$ cat src/rtl/uart_rx.sv
// uart_rx: 8N1 serial receiver with a one-entry valid/ready output buffer.
// Mid-bit sampling from a 2-flop synchronized line; a held-low line parks in BREAK.
module uart_rx #(
  parameter int unsigned CLKS_PER_BIT = 310,
  parameter int unsigned CNT_W        = 16
) (
  input  logic       clk,
  input  logic       rst_n,
  input  logic       rx,
  output logic [7:0] rx_data,
  output logic       rx_valid,
  input  logic       rx_ready,
  output logic       uart_busy,
  output logic       frame_err,
  output logic       overrun
);

  localparam logic [CNT_W-1:0] BIT_END  = CNT_W'(CLKS_PER_BIT - 1);
  localparam logic [CNT_W-1:0] HALF_END = CNT_W'(CLKS_PER_BIT / 2 - 1);
  localparam logic [CNT_W-1:0] CNT_ONE  = CNT_W'(1);

  typedef enum logic [2:0] {
    S_IDLE,
    S_START,
    S_DATA,
    S_STOP,
    S_BREAK
  } state_t;

  state_t           state_q, state_d;
  logic             rx_meta, rx_s;
  logic [CNT_W-1:0] cnt_q, cnt_d;
  logic [2:0]       idx_q, idx_d;
  logic [7:0]       sh_q, sh_d;
  logic             stop_ok, stop_bad;
  logic             pend_q;

  // Two-flop synchronizer; idles high so reset does not look like a start bit
  always_ff @(posedge clk or negedge rst_n) begin
    if (!rst_n) begin
      rx_meta <= 1'b1;
      rx_s    <= 1'b1;
    end else begin
      rx_meta <= rx;
      rx_s    <= rx_meta;
    end
  end

  // Frame state, bit timer, bit index and shift register
  always_ff @(posedge clk or negedge rst_n) begin
    if (!rst_n) begin
      state_q   <= S_IDLE;
      cnt_q     <= '0;
      idx_q     <= '0;
      sh_q      <= '0;
      uart_busy <= 1'b0;
    end else begin
      state_q   <= state_d;
      cnt_q     <= cnt_d;
      idx_q     <= idx_d;
      sh_q      <= sh_d;
      uart_busy <= (state_d != S_IDLE);
    end
  end

  // Next-state: half-bit wait to the start centre, then whole-bit strides
  always_comb begin
    state_d  = state_q;
    cnt_d    = cnt_q;
    idx_d    = idx_q;
    sh_d     = sh_q;
    stop_ok  = 1'b0;
    stop_bad = 1'b0;
    unique case (state_q)
      S_IDLE: begin
        cnt_d = '0;
        if (!rx_s) state_d = S_START;
      end
      S_START: begin
        if (cnt_q == HALF_END) begin
          cnt_d   = '0;
          idx_d   = '0;
          state_d = rx_s ? S_IDLE : S_DATA;
        end else begin
          cnt_d = cnt_q + CNT_ONE;
        end
      end
      S_DATA: begin
        if (cnt_q == BIT_END) begin
          cnt_d       = '0;
          sh_d[idx_q] = rx_s;
          idx_d       = idx_q + 3'd1;
          if (idx_q == 3'd7) state_d = S_STOP;
        end else begin
          cnt_d = cnt_q + CNT_ONE;
        end
      end
      S_STOP: begin
        if (cnt_q == BIT_END) begin
          cnt_d = '0;
          if (rx_s) begin
            stop_ok = 1'b1;
            state_d = S_IDLE;
          end else begin
            stop_bad = 1'b1;
            state_d  = S_BREAK;
          end
        end else begin
          cnt_d = cnt_q + CNT_ONE;
        end
      end
      S_BREAK: begin
        if (rx_s) state_d = S_IDLE;
      end
      default: state_d = S_IDLE;
    endcase
  end

  // Output buffer: load a good byte one cycle after the stop sample
  always_ff @(posedge clk or negedge rst_n) begin
    if (!rst_n) begin
      pend_q    <= 1'b0;
      rx_data   <= '0;
      rx_valid  <= 1'b0;
      frame_err <= 1'b0;
      overrun   <= 1'b0;
    end else begin
      pend_q    <= stop_ok;
      frame_err <= stop_bad;
      overrun   <= pend_q && rx_valid && !rx_ready;
      if (pend_q && (!rx_valid || rx_ready)) begin
        rx_data  <= sh_q;
        rx_valid <= 1'b1;
      end else if (rx_valid && rx_ready) begin
        rx_valid <= 1'b0;
      end
    end
  end

endmodule

$ cat config.mk
export PLATFORM = sky130hd
export DESIGN_NAME = uart_rx
export DESIGN_NICKNAME = d
export VERILOG_FILES = /design/src/rtl/uart_rx.sv
export SDC_FILE = /design/constraint.sdc
export NUM_CORES = 1
export LEC_CHECK = 0
export BUFFER_PORTS_ARGS = -buffer_cell sky130_fd_sc_hd__buf_2
export CAP_MARGIN = 20
export CELL_PAD_IN_SITES_DETAIL_PLACEMENT = 0
export CELL_PAD_IN_SITES_GLOBAL_PLACEMENT = 2
export CORE_MARGIN = 3
export CORE_UTILIZATION = 42
export CTS_CLUSTER_SIZE = 12
export DETAILED_ROUTE_END_ITERATION = 7
export PLACE_DENSITY = 0.85
export SYNTH_ARGS = -nofsm -noshare
export SYNTH_HDL_FRONTEND = slang
export SYNTH_SLANG_ARGS = --single-unit
$ cat constraint.sdc
create_clock -name clk -period 4.6 [get_ports clk]
set_clock_uncertainty 0.05 [all_clocks]
set_input_delay 0.46 -clock clk [delete_from_list [all_inputs] [get_ports clk]]
set_output_delay 0.46 -clock clk [all_outputs]
set_load 0.1 [all_outputs]
==> reports/summary.txt <==
status: finished, final reports clean
first-pass GRT wire length: 6830 um
RR Startpoint: cnt_q[13]
TritonCTS clock tree: yes
CTS Buf Count: 5
Clk pin slew, worst setup/hold paths: 0.08 ns
setup slack, reg-to-reg: 1.97 ns
vias in the first global route: 1437
clock share of power: 41.5%
routed len/inst: 14.0 um
Sw Share: 19.7%
count of cell types in the netlist: 36
drt pass-1 iters: 4
Crit Path Max Fanout: 9
clk sinks: 45
layout cell share with drive strength beyond 1: 21.0%
DP HPWL: 2770 um
Die Ht: 77.0 um
final antenna-violating net count: 0
final hold vios: 0
grt ovf: 0
Synth-to-Final Area Change: 11.9%
yosys warns: 0
CTS hold repair buffers: 0
Core Footprint: 0.00479 sq mm
endpoint class of the critical path: register
Worst IR Drop VDD: 0.000163 V
worst slew pin tran: 0.633 ns
1st-iter DRT viols: 46
Post-CTS Setup Inserts: 0
starting density of the core: 44.3%
vias per cell: 5.19
synthesized instance count: 194
# setup viols final: 0
prevailing post-synth register cell: dfrtp_1
Leakage: 1.12 nW
most frequent cells in the layout: dfrtp_1, nor2_1, mux2_2, buf_2, nand3_1
WL final: 3880 um
H-tree Lvls: 2
R2R Path End: cnt_q[9]
ys async rst share: 100%
Tcrit/Tclk final: 57.1%
Post-Layout Cell Count: 277
HP Class: in2async
syn nets: 203
Top Metal Used: met4
Synth Register Bits: 45
Port Buffers: 15
Clock Latency Late Sink: 0.29 ns
Register-to-Register Path Depth: 5
vias post-DR: 1439
Syn Std Cell Area: 0.00212 sq mm
post-CTS sizing: 0
CP Class: reg2reg
required time of the worst setup path: 4.70 ns
Final nets: 218
GRT Util Overall: 14.4%
number of synthesized flops with an enable pin: 0
GPL Wtd Cong: 0.828
site row count: 25
relative slew slack: 57.4%
Seq/Total Area, Yosys: 53.3%
Ant. Diodes: 0
Pint: 0.563 mW
met3 WL post-DR: 162 um
pin count of the biggest net entering global routing: 46
Power Density: 296 mW/mm^2
fmax: 0.381 GHz
antenna violations before repair: 0
Max-Cap Viols: 0
M1 WL: 1950 um
max-slew violation count: 0
WL met2: 1730 um
dpl cells: 268
Period minus WS final: 2.63 ns
total negative setup slack: 0 ns
# IOs: 16
Avg Cell Area, Syn: 10.9 sq um
Die X: 77.0 um
combinational share of power: 1.7%
Worst setup SP type: register
CTS root buffer: clkbuf_8
RSZ-0062 raised after global routing: no
DIE AREA: 0.00593 sq mm
worst path arrival time: 2.73 ns
most common cell after layout, fill and taps aside: dfrtp_1
Max Root-Sink Buffers: 2
Sequential Power Share: 56.8%
Remaining DRCs: 0
switching power: 0.139 mW
==> power groups by stage <==
stage,clock (mW),sequential (mW),combinational [mW]
4_1_cts,0.304,0.399,0.0100
5_1_grt,0.324,0.399,0.0140
3_3_place_gp,0,0.406,0.00939
2_1_floorplan,0,0.405,0.00172
6_report,0.291,0.398,0.0120
3_5_place_dp,0,0.406,0.00984
==> synth_stat cells, drive strengths merged (4+ instances only) <==
cell type | count | share of area, %
dfrtp | 43 | 51
nor2 | 27 | 4.8
mux2 | 17 | 9.0
nand3 | 14 | 3.3
nand2 | 10 | 1.8
a21oi | 9 | 2.1
inv | 8 | 1.4
xnor2 | 6 | 2.5
ha | 5 | 3.0
nand4 | 5 | 1.5
nor4 | 5 | 2.2
clkbuf | 4 | 0.71
xor2 | 4 | 1.7
==> through the flow <==
step                      hold slack (ns)  util [%]  power (mW)  worst slack (ns)  instance area, sq um
final                              0.0891      49.5       0.702              1.97                  2370
after global placement              0.297      46.6       0.416              2.06                  2230
after floorplan                     0.114         -       0.407              2.18                  2120
after global routing                0.106      49.5       0.737              1.77                  2370
after CTS                           0.198      49.0       0.712              1.94                  2340
after detailed placement            0.305      46.6       0.416              1.93                  2230
==> layer usage <==
layer	vias to the layer above	track usage, %
met4	0	3.74
met3	5	4.69
met1	699	19.8
met5	-	0
met2	23	22.0
li1	712	-
==> state kept, by name, summed over array words and instances (netlist names), 3 cells and up <==
name	flops
cnt_q	16
idx_q	3
rx_data	8
state_q	3
sh_q	8
==> how the worst max path moves through the flow <==
stage	start	to	slack (ns)
CTS	cnt_q[13]	cnt_q[9]	1.94
finish	cnt_q[13]	cnt_q[9]	1.97
detailed placement	cnt_q[13]	cnt_q[9]	1.93
global route	cnt_q[13]	cnt_q[11]	1.77
floorplan	cnt_q[12]	sh_q[2]	2.18
global placement	cnt_q[12]	cnt_q[9]	2.06
==> area by class of cell <==
class / instances / area, sq um
clock buffers: 6 / 72.6
clock inverters: 2 / 38.8
fillers: 438 / 2410
inverters: 8 / 30.0
multi-input cells: 133 / 915
flip-flops and latches: 45 / 1130
well taps: 67 / 83.8
repair buffers: 16 / 103
==> kinds of logic (layout without fill, tap and decap cells) <==
kind of cell / count (synthesis) / after routing / share of synthesized area (%)
mux: 20 / 20 / 10.5
simple gates: 80 / 80 / 20.0
xor+xnor: 10 / 10 / 4.13
flops: 45 / 45 / 53.3
fa+ha+maj: 5 / 5 / 2.95
buf+inv: 16 / 32 / 3.54
compound gates: 18 / 18 / 5.61
==> worst max-delay path, cell delays in order, from the launching register on <==
cell and delay [ns]:
dfrtp_1 0.45, or4_4 0.57, nor4_1 0.51, o22ai_1 0.26, nor2_1 0.53, nor2_1 0.12
Power figures use the tool's default switching activity.
